<file path="config.mk">
export PLATFORM = sky130hd
export DESIGN_NAME = emif_reset_sequencer
export DESIGN_NICKNAME = d
export VERILOG_FILES = /design/src/rtl/emif_rstseq_pkg.sv /design/src/rtl/emif_rstseq_sync.sv /design/src/rtl/emif_reset_sequencer.sv
export SDC_FILE = /design/constraint.sdc
export NUM_CORES = 1
export LEC_CHECK = 0
export ABC_CLOCK_PERIOD_IN_PS = 3000
export CAP_MARGIN = 20
export CORE_ASPECT_RATIO = 0.8
export CORE_UTILIZATION = 43
export CTS_CLUSTER_DIAMETER = 60
export DETAILED_ROUTE_END_ITERATION = 6
export RECOVER_POWER = 100
export SLEW_MARGIN = 20
export SYNTH_ARGS = -nofsm -noshare
export SYNTH_HDL_FRONTEND = slang
export SYNTH_SLANG_ARGS = --single-unit
</file>
<file path="constraint.sdc">
create_clock -name clk -period 3 [get_ports clk]
set_clock_uncertainty 0.2 [all_clocks]
set_input_delay 0.6 -clock clk [delete_from_list [all_inputs] [get_ports clk]]
set_output_delay 0.6 -clock clk [all_outputs]
set_load 0.02 [all_outputs]
</file>
<file path="src/rtl/emif_rstseq_pkg.sv">
// Shared definitions for the LPDDR2 EMIF reset sequencer.
//   state_e   : FSM states; the encoding is exported on state_dbg
//   RETRY_W   : width of the retry counter
//   cnt_width : width of the shared cycle counter
package emif_rstseq_pkg;

  typedef enum logic [2:0] {
    StEmifRst = 3'd0,
    StWaitCal = 3'd1,
    StHold    = 3'd2,
    StRun     = 3'd3,
    StFail    = 3'd4,
    StFatal   = 3'd5
  } state_e;

  localparam int unsigned RETRY_W = 4;

  // The counter only has to reach (limit - 1) for the largest limit.
  function automatic int unsigned cnt_width(input int unsigned a, input int unsigned b,
                                            input int unsigned c);
    int unsigned m;
    int unsigned w;
    m = a;
    if (b > m) m = b;
    if (c > m) m = c;
    w = $clog2(m);
    return (w < 1) ? 1 : w;
  endfunction

endpackage

</file>
<file path="src/rtl/emif_rstseq_sync.sv">
// Single-bit multi-flop synchroniser for asynchronous EMIF status lines.
//   clk_i : destination clock
//   rst_i : asynchronous active-high reset, clears every stage to 0
//   d_i   : asynchronous input
//   q_o   : synchronised output, SYNC_STAGES cycles of latency
module emif_rstseq_sync #(
  parameter int unsigned SYNC_STAGES = 2
) (
  input  logic clk_i,
  input  logic rst_i,
  input  logic d_i,
  output logic q_o
);

  logic [SYNC_STAGES-1:0] sync_q;

  always_ff @(posedge clk_i or posedge rst_i) begin
    if (rst_i) begin
      sync_q <= '0;
    end else begin
      sync_q <= {sync_q[SYNC_STAGES-2:0], d_i};
    end
  end

  assign q_o = sync_q[SYNC_STAGES-1];

endmodule

</file>
<file path="src/rtl/emif_reset_sequencer.sv">
// LPDDR2 EMIF reset sequencer: pulses the EMIF reset, qualifies calibration and
// releases the system reset only once memory is proven good. Failed calibration
// is retried MAX_RETRY times before a sticky fatal flag is raised.
//   clk, reset            : clock, asynchronous active-high reset
//   local_init_done       : EMIF init done (asynchronous)
//   local_cal_success     : EMIF calibration success (asynchronous)
//   local_cal_fail        : EMIF calibration fail (asynchronous)
//   emif_reset_n          : EMIF reset, active low
//   sys_reset_n           : system reset, active low, high only in RUN
//   mem_ready             : high only in RUN
//   cal_fatal             : sticky, retries exhausted
//   retry_count           : attempts consumed in the current bring-up
//   state_dbg             : current state encoding
//   led_heartbeat         : blink output, built only with EMIF_RSTSEQ_HEARTBEAT_EN
// Optional macro: EMIF_RSTSEQ_HEARTBEAT_EN adds an HB_BITS free-running blink counter.
module emif_reset_sequencer
  import emif_rstseq_pkg::*;
#(
  parameter int unsigned RST_CYCLES  = 64,
  parameter int unsigned CAL_TIMEOUT = 16777216,
  parameter int unsigned HOLD_CYCLES = 256,
  parameter int unsigned MAX_RETRY   = 3,
  parameter int unsigned SYNC_STAGES = 2,
  parameter int unsigned HB_BITS     = 24
) (
  input  logic               clk,
  input  logic               reset,
  input  logic               local_init_done,
  input  logic               local_cal_success,
  input  logic               local_cal_fail,
  output logic               emif_reset_n,
  output logic               sys_reset_n,
  output logic               mem_ready,
  output logic               cal_fatal,
  output logic [RETRY_W-1:0] retry_count,
  output logic [2:0]         state_dbg,
  output logic               led_heartbeat
);

  localparam int unsigned CntW = cnt_width(RST_CYCLES, CAL_TIMEOUT, HOLD_CYCLES);
  localparam logic [CntW-1:0] RstLast  = CntW'(RST_CYCLES - 1);
  localparam logic [CntW-1:0] CalLast  = CntW'(CAL_TIMEOUT - 1);
  localparam logic [CntW-1:0] HoldLast = CntW'(HOLD_CYCLES - 1);
  localparam logic [RETRY_W-1:0] RetryMax = RETRY_W'(MAX_RETRY);

  logic init_s, succ_s, fail_s;

  emif_rstseq_sync #(.SYNC_STAGES(SYNC_STAGES)) u_sync_init (
    .clk_i(clk), .rst_i(reset), .d_i(local_init_done), .q_o(init_s)
  );
  emif_rstseq_sync #(.SYNC_STAGES(SYNC_STAGES)) u_sync_succ (
    .clk_i(clk), .rst_i(reset), .d_i(local_cal_success), .q_o(succ_s)
  );
  emif_rstseq_sync #(.SYNC_STAGES(SYNC_STAGES)) u_sync_fail (
    .clk_i(clk), .rst_i(reset), .d_i(local_cal_fail), .q_o(fail_s)
  );

  state_e             state_q, state_d;
  logic [CntW-1:0]    cnt_q, cnt_d;
  logic [RETRY_W-1:0] retry_q, retry_d;
  logic               emif_q, sys_q, mem_q, fatal_q;
  logic               emif_d, sys_d, mem_d, fatal_d;

  always_comb begin
    state_d = state_q;
    cnt_d   = cnt_q + CntW'(1);
    retry_d = retry_q;
    unique case (state_q)
      StEmifRst: begin
        if (cnt_q == RstLast) state_d = StWaitCal;
      end
      StWaitCal: begin
        if (fail_s)                state_d = StFail;
        else if (init_s && succ_s) state_d = StHold;
        else if (cnt_q == CalLast) state_d = StFail;
      end
      StHold: begin
        if (fail_s) begin
          state_d = StFail;
        end else if (!(init_s && succ_s)) begin
          state_d = StWaitCal;
        end else if (cnt_q == HoldLast) begin
          state_d = StRun;
          retry_d = '0;
        end
      end
      StRun: begin
        cnt_d = '0;
        if (fail_s || !init_s) state_d = StFail;
      end
      StFail: begin
        if (retry_q < RetryMax) begin
          retry_d = retry_q + RETRY_W'(1);
          state_d = StEmifRst;
        end else begin
          state_d = StFatal;
        end
      end
      StFatal: cnt_d = '0;
      default: state_d = StEmifRst;
    endcase
    if (state_d != state_q) cnt_d = '0;

    // Outputs are registered from the next state so they change on the
    // transition edge itself. FAIL keeps the EMIF out of reset so the reset
    // pulse is exactly the EMIF_RST dwell.
    emif_d  = (state_d != StEmifRst);
    sys_d   = (state_d == StRun);
    mem_d   = (state_d == StRun);
    fatal_d = fatal_q | (state_d == StFatal);
  end

  always_ff @(posedge clk or posedge reset) begin
    if (reset) begin
      state_q <= StEmifRst;
      cnt_q   <= '0;
      retry_q <= '0;
      emif_q  <= 1'b0;
      sys_q   <= 1'b0;
      mem_q   <= 1'b0;
      fatal_q <= 1'b0;
    end else begin
      state_q <= state_d;
      cnt_q   <= cnt_d;
      retry_q <= retry_d;
      emif_q  <= emif_d;
      sys_q   <= sys_d;
      mem_q   <= mem_d;
      fatal_q <= fatal_d;
    end
  end

  assign emif_reset_n = emif_q;
  assign sys_reset_n  = sys_q;
  assign mem_ready    = mem_q;
  assign cal_fatal    = fatal_q;
  assign retry_count  = retry_q;
  assign state_dbg    = state_q;

`ifdef EMIF_RSTSEQ_HEARTBEAT_EN
  logic [HB_BITS-1:0] hb_q;
  logic               led_q, led_d;

  always_comb begin
    led_d = 1'b0;
    if (state_d == StRun)        led_d = hb_q[HB_BITS-1];
    else if (state_d == StFatal) led_d = hb_q[HB_BITS-3];
  end

  always_ff @(posedge clk or posedge reset) begin
    if (reset) begin
      hb_q  <= '0;
      led_q <= 1'b0;
    end else begin
      hb_q  <= hb_q + HB_BITS'(1);
      led_q <= led_d;
    end
  end

  assign led_heartbeat = led_q;
`else
  logic unused_hb_bits;
  assign unused_hb_bits = ^HB_BITS;
  assign led_heartbeat  = 1'b0;
`endif

endmodule

</file>
==> results of run 1 <==
-- metal layers --
layer	up-vias	global-route usage [%]	wire (um)
met4	0	5.92	29
met1	761	25.9	2260
met3	4	4.69	115
met5	-	0	0
li1	756	-	-
met2	21	26.2	2000
-- final timing paths --
path,from,end,slack [ps],cells after the start
max reg2reg,cnt_q[0],cnt_q[6],360,7
max,cnt_q[0],cnt_q[6],360,7
min in group asynchronous,reset,state_dbg[0],850,3
min,u_sync_init.sync_q[0],u_sync_init.sync_q[1],150,0
min reg2reg,u_sync_init.sync_q[0],u_sync_init.sync_q[1],150,0
max in group asynchronous,reset,cnt_q[22],1160,3
-- critical path: stages, from the launching register on --
cell and delay (ps):
sky130_fd_sc_hd__dfrtp_1 420, sky130_fd_sc_hd__ha_1 280, sky130_fd_sc_hd__nand4_1 180, sky130_fd_sc_hd__or2_0 380, sky130_fd_sc_hd__o31ai_1 350, sky130_fd_sc_hd__or3b_1 160, sky130_fd_sc_hd__buf_4 340, sky130_fd_sc_hd__a31oi_1 170
-- placed cells by master, fill, tap and decap left out, types with 3 or more instances in the layout --
cell	n
sky130_fd_sc_hd__xor2_1	16
sky130_fd_sc_hd__clkbuf_8	5
sky130_fd_sc_hd__dlygate4sd3_1	15
sky130_fd_sc_hd__nand4_1	9
sky130_fd_sc_hd__xnor2_1	6
sky130_fd_sc_hd__inv_1	6
sky130_fd_sc_hd__and3_1	6
sky130_fd_sc_hd__nand2_1	10
sky130_fd_sc_hd__a31oi_1	6
sky130_fd_sc_hd__buf_4	5
sky130_fd_sc_hd__nor3_1	7
sky130_fd_sc_hd__nor4_1	6
sky130_fd_sc_hd__nand2b_1	3
sky130_fd_sc_hd__nor2_1	9
sky130_fd_sc_hd__a21oi_1	3
sky130_fd_sc_hd__dfrtp_1	40
sky130_fd_sc_hd__a31oi_2	17
sky130_fd_sc_hd__nand3_1	11
-- cell type report --
class	instances	area (sq um)
fill	480	2540
multi-input combinational	142	1060
sequential	40	1000
timing repair buffer	21	193
tap	62	77.6
clock buffer	5	68.8
clock inverter	3	42.5
inverter	6	22.5
-- through the flow --
step	worst slack [ps]	hold WS [ps]
after global placement	519	134
after CTS	422	154
final	361	152
after detailed placement	439	136
after floorplan	745	131
after global routing	164	159
-- power by group through the flow --
stage	Clock (mW)	Sequential, mW	Combinational [mW]
6_report	0.440	0.545	0.0292
3_3_place_gp	0	0.556	0.0312
4_1_cts	0.451	0.545	0.0325
5_1_grt	0.476	0.546	0.0333
2_1_floorplan	0	0.555	0.0279
3_5_place_dp	0	0.556	0.0323
-- cells by family (layout without fill, tap and decap cells) --
logic type      after synthesis  in the layout  synth area share (%)
compound gates               36             36                  16.7
xor+xnor                     22             22                  8.65
fa+ha+maj                     3              3                  1.57
buf+inv                      20             35                  6.68
flops                        40             40                  44.9
mux                           1              1                 0.505
other cells                   1              1                 0.168
simple gates                 79             79                  20.8
-- state kept, by name (all words and copies together), names as in the netlist --
signal,count
u_sync_init.sync_q,2
cnt_q,24
state_dbg,3
emif_reset_n,1
cal_fatal,1
mem_ready,1
u_sync_fail.sync_q,2
retry_count,4
u_sync_succ.sync_q,2
==> results.txt, run 1 <==
----------------------------------------------------
[Status]
  Outcome ... complete, no violations

[Power and ir drop]
  Power Internal ... 796 uW
  Worst ir drop on vdd ... 0.219 mV
  Static power due to leakage ... 1.07 nW
  Clock power share ... 43.4%
  Total power per unit cell area ... 412 nW/um^2
  Psw ... 218 uW
  Sw Ratio ... 21.5%
  Total power of the final layout ... 1.01 mW
  Share of total power in sequential cells ... 53.8%
  Share of power burned in combinational logic ... 2.9%

[Finish]
  Final layout net count ... 223
  Final design area excluding fillers ... 2460 sq um
  Antenna cell count ... 0
  Number of standard cells in the layout, taps in and fillers out ... 279
  Proportion of layout cells with a drive suffix above 1 ... 18.0%
  Layout Area Growth over Synthesis ... 10.5%
  Final cell utilization of the core ... 49.2%

[Synth]
  Post-Syn Nets ... 209
  Top post-synthesis cells by count ... sky130_fd_sc_hd__dfrtp_1, sky130_fd_sc_hd__a31oi_2, sky130_fd_sc_hd__xor2_1, sky130_fd_sc_hd__nand3_1, sky130_fd_sc_hd__nand2_1
  Per-instance average area after synthesis ... 11.0 sq um
  Top post-synthesis cells by area ... sky130_fd_sc_hd__dfrtp_1, sky130_fd_sc_hd__a31oi_2, sky130_fd_sc_hd__xor2_1
  Library cell with the highest instance count after synthesis ... sky130_fd_sc_hd__dfrtp_1
  Unique masters post-synth ... 48
  Share of synthesized registers carrying an async set or reset ... 100%
  Synth Instances ... 202
  Number of register bits inferred by synthesis ... 40
  Top cell type's share of synthesized area ... 44.9%
  Post-synthesis cell area ... 2230 sq um
  Most instantiated flip-flop cell in the synthesis netlist ... sky130_fd_sc_hd__dfrtp_1
  Yosys warnings ... 0
  Seq/Total Area, Yosys ... 44.9%
  Post-synth EDFFs ... 0
  Largest area contributor in the synthesized netlist ... sky130_fd_sc_hd__dfrtp_1

[CTS]
  Hold buffer count at CTS ... 0
  Clk slew on worst S/H paths ... 80 ps
  Clock latency on the worst-skew pair ... 290 ps
  Number of clock sinks ... 40
  Clock root buffer ... sky130_fd_sc_hd__clkbuf_8
  Number of buffers between clock root and the deepest sink ... 2
  CTS H-tree lvls ... 2
  Clock tree from TritonCTS ... yes
  Inserted Clock Buffers ... 5
  CTS-repair resized insts ... 0
  Setup Fix Bufs, Post-CTS ... 0

[STA]
  Part of the cycle the worst path needs ... 88.0%
  Relative slew slack ... 35.4%
  Setup tns final ... 0 ps
  Unrepaired setup endpoints after global routing ... false
  Maximum operating frequency ... 379 MHz
  Clock period minus final worst setup slack ... 2640 ps
  Max Transition Viols Final ... 0
  Measured slew at the worst slew-check pin ... 968 ps
  Hold Fails Final Rpt ... 0
  # setup viols final ... 0

[Min path]
  Worst min-delay path class ... register to register

[Die]
  Site row count ... 23
  Std-Cell Core Area ... 5010 sq um
  Top Ports ... 17
  Die area ... 5480 sq um
  Initial core utilization ... 44.5%
  Floorplan die width ... 82.5 um
  Die outline height ... 66.4 um

[Detailed routing]
  Total Wirelength ... 4.40 mm
  Final routed wire length divided by cell count ... 15.8 um
  Routed vias ... 1542
  Detailed-routing iteration count for the pre-antenna-repair pass ... 4
  Iteration-0 DRC Markers ... 110
  Post-route ant nets ... 0
  Vias per Instance ... 5.53
  Drc violations ... 0

[GRT]
  Remaining Overflow, GRT ... 0
  Overall Global Routing Usage ... 18.1%
  First-pass GRT wire length ... 7.41 mm
  Antenna violations before repair ... 0
  Maximum number of pins on one net before global-route repair ... 41
  Vias in the first global route ... 1556

[Worst setup path]
  Data arrival time of the worst path ... 2590 ps
  Max Fanout on Critical Path ... 24
  Type of the worst setup path ... register to register
  Data required, critical path ... 2950 ps
  Kind of capture point of the worst setup path ... register
  Kind of launch point of the worst setup path ... register

[Place]
  Standard cell area after detailed placement ... 2370 sq um
  Final weighted congestion in routability-driven placement ... 0.807
  Count of placed standard cells including taps ... 271
  I/O Buffers ... 15
  Final HPWL DP ... 3.07 mm

[Job]
  Number of maximum-capacitance violations ... 0

----------------------------------------------------
Power figures use the tool's default switching activity.
==> run 2: changes to the inputs <==
--- a/config.mk
+++ b/config.mk
@@ -8,9 +8,10 @@
 export ABC_CLOCK_PERIOD_IN_PS = 3000
 export CAP_MARGIN = 20
 export CORE_ASPECT_RATIO = 0.8
-export CORE_UTILIZATION = 43
+export CORE_UTILIZATION = 52
 export CTS_CLUSTER_DIAMETER = 60
 export DETAILED_ROUTE_END_ITERATION = 6
+export PLACE_DENSITY = 0.72
 export RECOVER_POWER = 100
 export SLEW_MARGIN = 20
 export SYNTH_ARGS = -nofsm -noshare
==> run 2 against run 1 <==
- sequential share of layout area increased by 0.52 points
- final area is 1.3% lower
- fmax shrank 0.30%
- die area is 17% lower
- global-route usage increased by 3.7 points
- flip-flop and latch count stayed put
- clock power shrank 3%
- critical path depth shrank 1
- largest power group unchanged
- highest routed layer unchanged
==> results.txt, run 2 (same netlist as run 1, synthesis figures left out) <==
----------------------------------------------------
[Place]
  Final weighted congestion in routability-driven placement ... 0.831
  I/O Buffers ... 15
  Final HPWL DP ... 2.99 mm
  Worst slack after detailed placement ... 441 ps
  Count of placed standard cells including taps ... 264

[STA]
  Relative slew slack ... 35.8%
  Measured slew at the worst slew-check pin ... 963 ps
  Hold Fails Final Rpt ... 0
  Setup tns final ... 0 ps
  # setup viols final ... 0
  Max Transition Viols Final ... 0
  Part of the cycle the worst path needs ... 88.2%
  Unrepaired setup endpoints after global routing ... false
  Clock period minus final worst setup slack ... 2650 ps
  Worst Setup Slack, final ... 353 ps
  Maximum operating frequency ... 378 MHz

[Die]
  Die area ... 4550 sq um
  Site row count ... 20
  Die outline height ... 60.6 um
  Top Ports ... 17
  Floorplan die width ... 75.2 um
  Initial core utilization ... 56.4%
  Std-Cell Core Area ... 3950 sq um

[Worst setup path]
  Data arrival time of the worst path ... 2590 ps
  Destination of the worst register-to-register timing path ... cnt_q[13]
  Cell count of the worst reg-to-reg path ... 6
  Standard cell with the maximum stage delay on the critical path ... sky130_fd_sc_hd__nor4_1
  Kind of launch point of the worst setup path ... register
  Combined buffer and inverter count along the critical path ... 1
  Data required, critical path ... 2940 ps
  Max Fanout on Critical Path ... 24
  Ordered cell list for the critical path ... nor4_1, nand4_1, nor4_1, or3b_1, clkbuf_4, a31oi_1
  Type of the worst setup path ... register to register
  Register-to-register setup slack ... 350 ps
  Kind of capture point of the worst setup path ... register
  Dominant cell type by count on the critical path ... sky130_fd_sc_hd__nor4_1
  Worst stage delay on the critical path ... 480 ps
  Source of the worst register-to-register timing path ... cnt_q[20]
  Crit path max-delay family ... simple AND/OR/NAND/NOR gates

[CTS]
  CTS-repair resized insts ... 0
  Number of buffers between clock root and the deepest sink ... 2
  Clock tree from TritonCTS ... yes
  CTS H-tree lvls ... 2
  Setup Fix Bufs, Post-CTS ... 0
  Clk slew on worst S/H paths ... 80 ps
  Number of clock sinks ... 40
  Clock root buffer ... sky130_fd_sc_hd__clkbuf_8
  Inserted Clock Buffers ... 5
  Clock latency on the worst-skew pair ... 290 ps
  Hold buffer count at CTS ... 0

[Detailed routing]
  Drc violations ... 0
  Total Wirelength ... 4.30 mm
  Post-route ant nets ... 0
  Routed vias ... 1593
  Vias per Instance ... 5.86
  Detailed-routing iteration count for the pre-antenna-repair pass ... 4
  Final routed wire length divided by cell count ... 15.8 um
  Iteration-0 DRC Markers ... 126

[GRT]
  First-pass GRT wire length ... 7.34 mm
  Remaining Overflow, GRT ... 0
  Vias in the first global route ... 1536
  Antenna violations before repair ... 0
  Maximum number of pins on one net before global-route repair ... 41
  Overall Global Routing Usage ... 21.8%

[Status]
  Outcome ... complete, no violations

[Finish]
  Register with the most flip-flops ... cnt_q
  Most frequent cells in the layout ... sky130_fd_sc_hd__dfrtp_1, sky130_fd_sc_hd__xor2_1, sky130_fd_sc_hd__dlygate4sd3_1
  Proportion of layout cells with a drive suffix above 1 ... 16.1%
  Commonest non-fill, non-tap cell in the layout ... sky130_fd_sc_hd__dfrtp_1
  Final cell utilization of the core ... 61.5%
  Antenna cell count ... 0
  Final layout net count ... 223
  Layout Area Growth over Synthesis ... 9.10%
  Number of standard cells in the layout, taps in and fillers out ... 272
  Flip-flop count of the largest register, all copies and words added ... 24

[Min path]
  WHS Path Cells ... 0
  Worst min-delay path class ... register to register
  Hold EP ... u_sync_succ.sync_q[1]
  Startpoint of the worst hold path ... u_sync_succ.sync_q[0]

[Power and ir drop]
  Worst ir drop on vdd ... 0.319 mV
  Total power per unit cell area ... 412 nW/um^2
  Static power due to leakage ... 1.07 nW

[Job]
  Number of maximum-capacitance violations ... 0

----------------------------------------------------
## run 2: cell count changes in the layout (fill, tap and decap cells not counted)
cell / change
sky130_fd_sc_hd__a31oi_1: +3
sky130_fd_sc_hd__a31oi_2: -3
sky130_fd_sc_hd__buf_4: -1
sky130_fd_sc_hd__clkbuf_1: +1
sky130_fd_sc_hd__clkbuf_4: +1
sky130_fd_sc_hd__clkinvlp_4: -1
## run 2: worst max path at each step
stage	start	end	slack, ps	cells past startpoint
floorplan	retry_count[0]	cnt_q[10]	750	8
global placement	cnt_q[0]	cnt_q[0]	540	7
detailed placement	cnt_q[20]	cnt_q[5]	440	6
CTS	cnt_q[20]	cnt_q[20]	440	6
global route	cnt_q[20]	cnt_q[20]	120	6
finish	cnt_q[20]	cnt_q[13]	350	6
## run 2: cell type report
class / instances / area [sq um]
Clock buffer: 6 / 72.6
Fill cell: 352 / 1520
Tap cell: 55 / 68.8
Clock inverter: 2 / 35.0
Multi-Input combinational cell: 142 / 1040
Timing Repair Buffer: 21 / 193
Inverter: 6 / 22.5
Sequential cell: 40 / 1000
## run 2: metrics by stage
stage	power (mW)	cell area (sq um)	hold slack, ps
2_1_floorplan	0.583	2230	131
3_3_place_gp	0.587	2370	133
3_5_place_dp	0.587	2370	136
4_1_cts	1.01	2470	155
5_1_grt	1.05	2430	159
6_report	1.00	2430	151
## run 2: metal layers
metal | GRT usage [%] | routed length (um) | up-vias
met5 | 0 | 0 | -
met4 | 6.88 | 25 | 0
met3 | 5.15 | 137 | 4
met2 | 32.8 | 2100 | 26
met1 | 31.4 | 2040 | 796
li1 | - | - | 767
## run 2: worst reg2reg max path: stages (launching register included)
cell	delay, ps
sky130_fd_sc_hd__dfrtp_1	430
sky130_fd_sc_hd__nor4_1	400
sky130_fd_sc_hd__nand4_1	260
sky130_fd_sc_hd__nor4_1	480
sky130_fd_sc_hd__or3b_1	190
sky130_fd_sc_hd__clkbuf_4	380
sky130_fd_sc_hd__a31oi_1	170
## run 2: report_power, final
part	leakage (nW)	switching, mW	internal [mW]	total, mW
Combinational	0.483	0.0219	0.00687	0.0288
Sequential	0.531	0.00209	0.543	0.545
Clock	0.0552	0.181	0.247	0.428
==> run 3: changes to the inputs <==
--- a/config.mk
+++ b/config.mk
@@ -7,11 +7,11 @@
 export LEC_CHECK = 0
 export ABC_CLOCK_PERIOD_IN_PS = 3000
 export CAP_MARGIN = 20
-export CORE_ASPECT_RATIO = 0.8
-export CORE_UTILIZATION = 52
+export CORE_ASPECT_RATIO = 1.25
+export CORE_UTILIZATION = 54
 export CTS_CLUSTER_DIAMETER = 60
 export DETAILED_ROUTE_END_ITERATION = 6
-export PLACE_DENSITY = 0.72
+export PLACE_DENSITY = 0.75
 export RECOVER_POWER = 100
 export SLEW_MARGIN = 20
 export SYNTH_ARGS = -nofsm -noshare
==> run 3 against run 2 <==
- register-to-register slack got worse by 50 ps
- first-iteration DRC count decreased by 24%
- die area decreased by 3.6%
- critical endpoint is now cnt_q[18]
- critical path depth unchanged
- worst setup slack got worse by 47 ps
- final area increased by 1.0%
- clock-buffer cell count unchanged
- non-clock buffer count decreased by 1
- sequential share of layout area decreased by 0.42 points
- fmax decreased by 1.8%
- critical path type unchanged
==> results.txt, run 3 (same netlist as run 1, synthesis figures left out) <==
----------------------------------------------------
[Status]
  Outcome ... complete, no violations

[STA]
  Min Hold Slack ... 152 ps
  Measured slew at the worst slew-check pin ... 974 ps
  # setup viols final ... 0
  Maximum operating frequency ... 371 MHz
  Unrepaired setup endpoints after global routing ... false
  Clock period minus final worst setup slack ... 2690 ps
  Hold Fails Final Rpt ... 0
  Relative slew slack ... 35.1%
  Part of the cycle the worst path needs ... 89.8%
  Setup tns final ... 0 ps
  Max Transition Viols Final ... 0

[Finish]
  Commonest non-fill, non-tap cell in the layout ... sky130_fd_sc_hd__dfrtp_1
  Layout Area Growth over Synthesis ... 10.2%
  Proportion of layout cells with a drive suffix above 1 ... 16.7%
  Flip-flop count of the largest register, all copies and words added ... 24
  Register with the most flip-flops ... cnt_q
  Most frequent cells in the layout ... sky130_fd_sc_hd__dfrtp_1, sky130_fd_sc_hd__xor2_1, sky130_fd_sc_hd__a31oi_2, sky130_fd_sc_hd__dlygate4sd3_1, sky130_fd_sc_hd__nand3_1
  Final layout net count ... 222
  Antenna cell count ... 0
  Final cell utilization of the core ... 63.3%

[CTS]
  Number of buffers between clock root and the deepest sink ... 2
  Setup Fix Bufs, Post-CTS ... 0
  Inserted Clock Buffers ... 5
  CTS H-tree lvls ... 2
  Clock tree from TritonCTS ... yes
  Clock root buffer ... sky130_fd_sc_hd__clkbuf_8
  Clock latency on the worst-skew pair ... 280 ps
  CTS-repair resized insts ... 0
  Hold buffer count at CTS ... 0
  Clk slew on worst S/H paths ... 70 ps
  Number of clock sinks ... 40

[Detailed routing]
  Drc violations ... 0
  Final routed wire length divided by cell count ... 16.2 um
  Total Wirelength ... 4.38 mm
  Iteration-0 DRC Markers ... 96
  Detailed-routing iteration count for the pre-antenna-repair pass ... 4
  Vias per Instance ... 5.99
  Routed vias ... 1618
  Post-route ant nets ... 0

[Worst setup path]
  Register-to-register setup slack ... 310 ps
  Type of the worst setup path ... register to register
  Data required, critical path ... 2940 ps
  Kind of launch point of the worst setup path ... register
  End point of the critical path ... cnt_q[18]
  Launching element of the worst setup path ... cnt_q[16]
  Max Fanout on Critical Path ... 24
  Data arrival time of the worst path ... 2630 ps
  Cell count of the worst reg-to-reg path ... 6
  Kind of capture point of the worst setup path ... register
  Destination of the worst register-to-register timing path ... cnt_q[18]
  Source of the worst register-to-register timing path ... cnt_q[16]

[Die]
  Die area ... 4390 sq um
  Site row count ... 25
  Top Ports ... 17
  Initial core utilization ... 57.5%
  Std-Cell Core Area ... 3880 sq um
  Die outline height ... 73.8 um
  Floorplan die width ... 59.5 um

[Power and ir drop]
  Share of power burned in combinational logic ... 2.9%
  Total power per unit cell area ... 407 nW/um^2
  Power Internal ... 796 uW
  Share of total power in sequential cells ... 54.5%
  Psw ... 203 uW
  Static power due to leakage ... 1.07 nW
  Worst ir drop on vdd ... 0.254 mV
  Clock power share ... 42.5%
  Sw Ratio ... 20.3%

[Job]
  Number of maximum-capacitance violations ... 0

[GRT]
  Vias in the first global route ... 1683
  Antenna violations before repair ... 0
  First-pass GRT wire length ... 7.65 mm
  Remaining Overflow, GRT ... 0
  Overall Global Routing Usage ... 23.3%
  Maximum number of pins on one net before global-route repair ... 41

[Place]
  Final HPWL DP ... 3.05 mm
  I/O Buffers ... 15
  Final weighted congestion in routability-driven placement ... 0.808

[Min path]
  Worst min-delay path class ... register to register

----------------------------------------------------
==> run 3: cell count changes in the layout (fill, tap and decap cells not counted), sizes merged <==
cell | previous run | this run
buf | 4 | 3
==> run 3: power groups by stage <==
stage,sequential [mW],clock (mW),combinational (mW)
floorplan,0.555,0,0.0279
global placement,0.555,0,0.0309
finish,0.545,0.425,0.0293
CTS,0.545,0.438,0.0320
detailed placement,0.556,0,0.0319
global route,0.545,0.459,0.0339
==> run 3: metrics by stage <==
step | instances | cell area, sq um | power, mW | worst slack [ps]
after floorplan | 202 | 2230 | 0.583 | 745
after global placement | 262 | 2370 | 0.586 | 548
after detailed placement | 262 | 2370 | 0.588 | 429
after CTS | 270 | 2480 | 1.02 | 417
after global routing | 270 | 2460 | 1.04 | 150
final | 270 | 2460 | 0.999 | 305
==> run 3: worst max-delay path: stages, from the launching register on <==
cell                       delay (ps)
sky130_fd_sc_hd__dfrtp_1          430
sky130_fd_sc_hd__nor4_1           400
sky130_fd_sc_hd__nand4_1          230
sky130_fd_sc_hd__nor4_1           520
sky130_fd_sc_hd__or3b_1           190
sky130_fd_sc_hd__clkbuf_4         390
sky130_fd_sc_hd__a31oi_1          180
==> run 3: cell type report <==
cell class,instances,area [sq um]
fill,337,1420
multi-input combinational,142,1060
sequential,40,1000
timing repair buffer,20,198
clock buffer,6,72.6
tap,54,67.6
clock inverter,2,35.0
inverter,6,22.5
==> run 3: metal layers <==
layer | vias to the layer above | routed length (um) | GRT usage (%) | part of all wire (%)
li1 | 763 | - | - | -
met1 | 826 | 1810 | 28.8 | 41
met2 | 24 | 2400 | 40.1 | 55
met3 | 5 | 121 | 4.23 | 2.8
met4 | 0 | 46 | 8.20 | 1.1
met5 | - | 0 | 0 | 0
==> run 3: how the worst min path moves through the flow <==
stage | start | end | slack, ps | cells past startpoint
3_3_place_gp | u_sync_succ.sync_q[0] | u_sync_succ.sync_q[1] | 140 | 0
6_report | u_sync_fail.sync_q[0] | u_sync_fail.sync_q[1] | 150 | 0
3_5_place_dp | u_sync_fail.sync_q[0] | u_sync_fail.sync_q[1] | 140 | 0
5_1_grt | u_sync_succ.sync_q[0] | u_sync_succ.sync_q[1] | 170 | 0
2_1_floorplan | u_sync_fail.sync_q[0] | u_sync_fail.sync_q[1] | 130 | 0
4_1_cts | u_sync_fail.sync_q[0] | u_sync_fail.sync_q[1] | 160 | 0
